===== src/rtl/hazard_scoreboard.sv =====
// Hazard and forwarding controller beside the decode stage. Tracks destination
// registers of in-flight instructions (EX..WB) and derives stall, kill,
// redirect and per-operand forward selects from them.
module hazard_scoreboard #(
    parameter int unsigned AW         = 5,
    parameter int unsigned DEPTH      = 3,
    parameter int unsigned LOAD_READY = 2,
    parameter int unsigned BUBBLES    = 1,
    parameter int unsigned FW         = $clog2(DEPTH + 1)
) (
    input  logic          clk,
    input  logic          rst_n,
    input  logic          id_valid,
    input  logic [AW-1:0] id_rs,
    input  logic [AW-1:0] id_rt,
    input  logic          id_rs_used,
    input  logic          id_rt_used,
    input  logic          id_wreg,
    input  logic [AW-1:0] id_waddr,
    input  logic          id_is_load,
    input  logic          id_redirect_req,
    input  logic          mem_wait,
    output logic          stall,
    output logic          pc_hold,
    output logic          id_kill,
    output logic          redirect,
    output logic [FW-1:0] fwda,
    output logic [FW-1:0] fwdb
);

    typedef enum logic {StRun, StRedir} state_e;

    // Stage index at which a load's data first becomes forwardable.
    localparam logic [FW-1:0] LrSel = FW'(LOAD_READY);

    state_e                    state_q, state_d;
    logic [1:0]                cnt_q, cnt_d;
    logic [DEPTH:1]            vld_q, vld_d;
    logic [DEPTH:1][AW-1:0]    waddr_q, waddr_d;
    logic [DEPTH:1]            ld_q, ld_d;

    logic          in_redir;
    logic          hit_a, hit_b, ldm_a, ldm_b;
    logic [FW-1:0] sel_a, sel_b;
    logic          use_a, use_b, lu_a, lu_b;
    logic          accept;

    assign in_redir = (state_q == StRedir);

    // Youngest-match search: scan oldest to youngest so the lowest stage wins.
    always_comb begin
        hit_a = 1'b0;
        hit_b = 1'b0;
        ldm_a = 1'b0;
        ldm_b = 1'b0;
        sel_a = '0;
        sel_b = '0;
        for (int k = DEPTH; k >= 1; k--) begin
            if (vld_q[k] && (waddr_q[k] == id_rs)) begin
                hit_a = 1'b1;
                sel_a = FW'(k);
                ldm_a = ld_q[k];
            end
            if (vld_q[k] && (waddr_q[k] == id_rt)) begin
                hit_b = 1'b1;
                sel_b = FW'(k);
                ldm_b = ld_q[k];
            end
        end
    end

    // Output decode; everything is forced low while reset is held.
    always_comb begin
        use_a    = rst_n & id_valid & ~in_redir & id_rs_used & (id_rs != '0) & hit_a;
        use_b    = rst_n & id_valid & ~in_redir & id_rt_used & (id_rt != '0) & hit_b;
        lu_a     = use_a & ldm_a & (sel_a < LrSel);
        lu_b     = use_b & ldm_b & (sel_b < LrSel);
        stall    = rst_n & (mem_wait | lu_a | lu_b);
        pc_hold  = stall;
        id_kill  = rst_n & in_redir;
        redirect = rst_n & ~in_redir & id_redirect_req & id_valid & ~stall;
        fwda     = use_a ? sel_a : '0;
        fwdb     = use_b ? sel_b : '0;
        accept   = id_valid & ~in_redir & ~stall & id_wreg & (id_waddr != '0);
    end

    // Next-state: tracker shift and redirect-shadow FSM, all frozen by mem_wait.
    always_comb begin
        state_d = state_q;
        cnt_d   = cnt_q;
        vld_d   = vld_q;
        waddr_d = waddr_q;
        ld_d    = ld_q;
        if (!mem_wait) begin
            for (int k = DEPTH; k >= 2; k--) begin
                vld_d[k]   = vld_q[k-1];
                waddr_d[k] = waddr_q[k-1];
                ld_d[k]    = ld_q[k-1];
            end
            vld_d[1]   = accept;
            waddr_d[1] = id_waddr;
            ld_d[1]    = id_is_load;
            unique case (state_q)
                StRun: begin
                    if (redirect && (BUBBLES > 0)) begin
                        state_d = StRedir;
                        cnt_d   = 2'(BUBBLES);
                    end
                end
                StRedir: begin
                    if (cnt_q <= 2'd1) begin
                        state_d = StRun;
                        cnt_d   = 2'd0;
                    end else begin
                        cnt_d = cnt_q - 2'd1;
                    end
                end
                default: begin
                    state_d = StRun;
                    cnt_d   = 2'd0;
                end
            endcase
        end
    end

    // State registers with synchronous active-low reset.
    always_ff @(posedge clk) begin
        if (!rst_n) begin
            state_q <= StRun;
            cnt_q   <= 2'd0;
            vld_q   <= '0;
            waddr_q <= '0;
            ld_q    <= '0;
        end else begin
            state_q <= state_d;
            cnt_q   <= cnt_d;
            vld_q   <= vld_d;
            waddr_q <= waddr_d;
            ld_q    <= ld_d;
        end
    end

endmodule

===== config.mk =====
export PLATFORM = sky130hd
export DESIGN_NAME = hazard_scoreboard
export DESIGN_NICKNAME = d
export VERILOG_FILES = /design/src/rtl/hazard_scoreboard.sv
export SDC_FILE = /design/constraint.sdc
export NUM_CORES = 1
export LEC_CHECK = 0
export ABC_AREA = 1
export CELL_PAD_IN_SITES_DETAIL_PLACEMENT = 1
export CELL_PAD_IN_SITES_GLOBAL_PLACEMENT = 2
export CORE_MARGIN = 10
export CORE_UTILIZATION = 26
export CTS_CLUSTER_SIZE = 30
export DETAILED_ROUTE_END_ITERATION = 7
export GPL_ROUTABILITY_DRIVEN = 0
export GPL_TIMING_DRIVEN = 0
export PLACE_DENSITY_LB_ADDON = 0.1
export REMOVE_ABC_BUFFERS = 1
export SLEW_MARGIN = 25
export SYNTH_ARGS = -nofsm -noshare
export SYNTH_HDL_FRONTEND = slang
export SYNTH_SLANG_ARGS = --single-unit

===== constraint.sdc =====
create_clock -name clk -period 2.4 [get_ports clk]
set_clock_uncertainty 0.1 [all_clocks]
set_input_delay 0.72 -clock clk [delete_from_list [all_inputs] [get_ports clk]]
set_output_delay 0.72 -clock clk [all_outputs]
set_load 0.02 [all_outputs]

==> out/results.tsv <==
stage	metric	value	unit
status	status	complete, but fails checks	
status	violations	setup timing	
grt	grt_max_degree	29	
timing	period_minus_slack	2.605	ns
synth	synth_area	1356	um2
power_and_ir_drop	power_frac_comb	28.6	%
setup_path	cp_max_fo	4	
timing	hold_viol_final	0	
power_and_ir_drop	pwr-share-clk	26.2	%
clock_tree	cts.sinks	22	
setup_path	path_class	in -> out	
setup_path	worst-endpoint-arrival	1.78	ns
synth	syn-mean-instance-area	6.428	um2
clock_tree	clkTransAtPathRegs	0.08	ns
synth	synth_seq_cells	22	
layout	nFillCells	639	
die	dieWidth	92.23	um
power_and_ir_drop	switching_power	0.0002965	W
power_and_ir_drop	sequentialPowerShare	45.3	%
layout	nNetsFinal	280	
power_and_ir_drop	swShare	32.50	%
die	die_h	92.23	um
placed_design	hpwl	3.912	mm
grt	grt_pass1_wl	8.528	mm
synth	synth_top_cell_by_area	dfxtp_1	
hold_path	holdPathStages	2	
layout	multi_input_area	997.2	um2
routing	drt-pass1-iter-count	4	
layout	fin_area	2197	um2
timing	tns	-1.193	ns
die	core	5075	um2
clock_tree	cts.htree.levels	1	
layout	drive_gt1_share	37.80	%
synth	yosysSeqAreaShare	32.47	%
power_and_ir_drop	ir_drop	0.1922	mV
grt	antenna_found_initial	0	
placed_design	place_inst	304	
power_and_ir_drop	power	0.0009126	W
timing	tightestPinTransition	0.3075	ns
layout	instances_no_fill	324	
grt	grt_use_total	12.32	%
grt	grt_pass1_vias	1691	
layout	n_antenna_cell	0	
power_and_ir_drop	p_per_area	415.3	nW/um2
die	row_count	26	
timing	relSlewSlack	79.50	%
synth	ys_warn_count	0	
synth	syn_inst	211	
layout	ff_latch_area	440.4	um2
clock_tree	cts-root-buf	clkbuf_8	
layout	final_core_util	43.29	%
setup_path	start_kind	input pin	
synth	synth_top_area_share	32.47	%
clock_tree	numCtsBuffers	3	
die	start_util	26.73	%
clock_tree	clockBufferDepth	2	
timing	setup_viol	7	
routing	wirelength	5.422	mm
timing	clock.fmax	0.3839	GHz
placed_design	port_buffers	31	
clock_tree	postCtsHoldBufs	0	
routing	ant_nets	0	
setup_path	crit_path_end_kind	primary output	
hold_path	min_from	cnt_q[1]$_SDFFE_PN0P_	
routing	wl_per_cell	16.73	um
timing	slew_viol_final	0	
job	cap_violations	0	
synth	synth_area_leaders	dfxtp_1 (32%), a21oi_1 (11%), nand2_1 (11%), o21ai_0 (8.9%), inv_1 (8.6%)	
timing	final.period_utilization	108.5	%
placed_design	placed_area	1719	um2
setup_path	ff2ff_path_depth	12	
setup_path	cp.required	1.58	ns
routing	routed-via-count	1588	
routing	viasPerCell	4.901	
hold_path	hp-class	reg -> reg	
setup_path	crit_path_start	id_rt[4]	
die	dieArea	8505	um2
timing	setup_ws	-0.2048	ns
routing	drt_iter0_drc	73	
power_and_ir_drop	internal_power	0.0006160	W
timing	rsz0062_at_grt	yes	
setup_path	reg2reg_from	waddr_q[1]$_SDFFE_PN0N_	
clock_tree	cts_tree	done	
layout	area_growth	61.99	%
grt	overflow	0	
clock_tree	clk_latency	0.26	ns
synth	ys_types	22	
die	pin_count	32	
power_and_ir_drop	cellLeakagePower	0.8877	nW
routing	drc	0	
[cell families (layout without fill, tap and decap cells)]
| kind of cell | Yosys count | in the layout | share of synthesized area (%) |
|---|---|---|---|
| XOR/XNOR | 6 | 6 | 3.875 |
| AO/OA/AOI/OAI | 66 | 66 | 26.48 |
| buffers and inverters | 39 | 82 | 11.16 |
| AND/OR/NAND/NOR | 78 | 78 | 26.02 |
| flip-flops | 22 | 22 | 32.47 |
[worst max-delay path, stage by stage]
cell and delay (ns):
buf_8 0.09, inv_2 0.03, buf_4 0.12, nand2_1 0.08, nor2_2 0.06, nor2_4 0.11
nand3_4 0.11, nand2_4 0.09, nand2_4 0.07, a21oi_4 0.15, buf_6 0.14
[synth_stat cells, drive strengths merged]
| library cell | instances |
|---|---|
| a221oi | 3 |
| clkbuf | 6 |
| nand2 | 39 |
| nand3 | 13 |
| o21ai | 24 |
| buf | 2 |
| inv | 31 |
| xnor2 | 1 |
| nand3b | 1 |
| dfxtp | 22 |
| o22ai | 8 |
| nand4 | 1 |
| nor2 | 22 |
| nor3 | 2 |
| xor2 | 5 |
| a21oi | 31 |
[state kept, by name, summed over array words and instances (netlist names)]
register and flops:
ld_q 1, vld_q 3, cnt_q 2, waddr_q 15
in_redir 1
[layer usage]
metal	up-vias	share of wire [%]	GRT usage, %
met5	-	0	0
met4	0	1.3	3.599
met3	4	3.5	2.852
met2	24	52	22.41
met1	773	43	13.88
li1	787	-	-
[placed cells by master, fill, tap and decap left out, types with 7 or more instances in the layout]
cell / instances
nand2_1: 35
buf_6: 14
dfxtp_1: 22
nor2_1: 13
a21oi_1: 21
clkdlybuf4s50_1: 8
o21ai_0: 22
nand3_2: 7
a21oi_2: 8
inv_1: 16
buf_4: 16
[power groups by stage]
stage	Clock, W	Sequential, W	Combinational (W)
2_1_floorplan	0	0.000410	0.0000965
3_3_place_gp	0	0.000417	0.000185
3_5_place_dp	0	0.000418	0.000188
4_1_cts	0.000245	0.000412	0.000238
5_1_grt	0.000260	0.000417	0.000286
6_report	0.000239	0.000413	0.000261
[path summary, 6_finish.rpt]
check / endpoint / slack (ns)
worst min register to register: cnt_q[1]$_SDFFE_PN0P_ / 0.38
worst max register to register: cnt_q[0]$_SDFFE_PN0P_ / 0.63
worst max-delay path: stall / -0.20
worst min-delay path: cnt_q[1]$_SDFFE_PN0P_ / 0.38
[what timing repair did]
item / 4_1_cts / 5_1_grt
gates cloned: 0 / 0
pin swaps: 32 / 18
gates resized for setup: 173 / 30
buffers inserted: 14 / 3
endpoints found under the setup margin: 18 / 7
[final cells by class]
class | count | share of cell area, %
clock buffers | 3 | 1.879
inverters | 31 | 7.062
multi-input cells | 150 | 45.39
flip-flops and latches | 22 | 20.05
well taps | 70 | 3.986
repair buffers | 48 | 21.64
[through the flow]
step | hold WS [ns] | setup slack, ns
floorplan | 0.3351 | -0.3538
global placement | 0.3461 | -1.794
detailed placement | 0.3573 | -1.825
CTS | 0.3724 | -0.2223
global route | 0.4167 | -0.2770
finish | 0.3753 | -0.2048
Note: power is estimated with default switching activity, not from simulation.
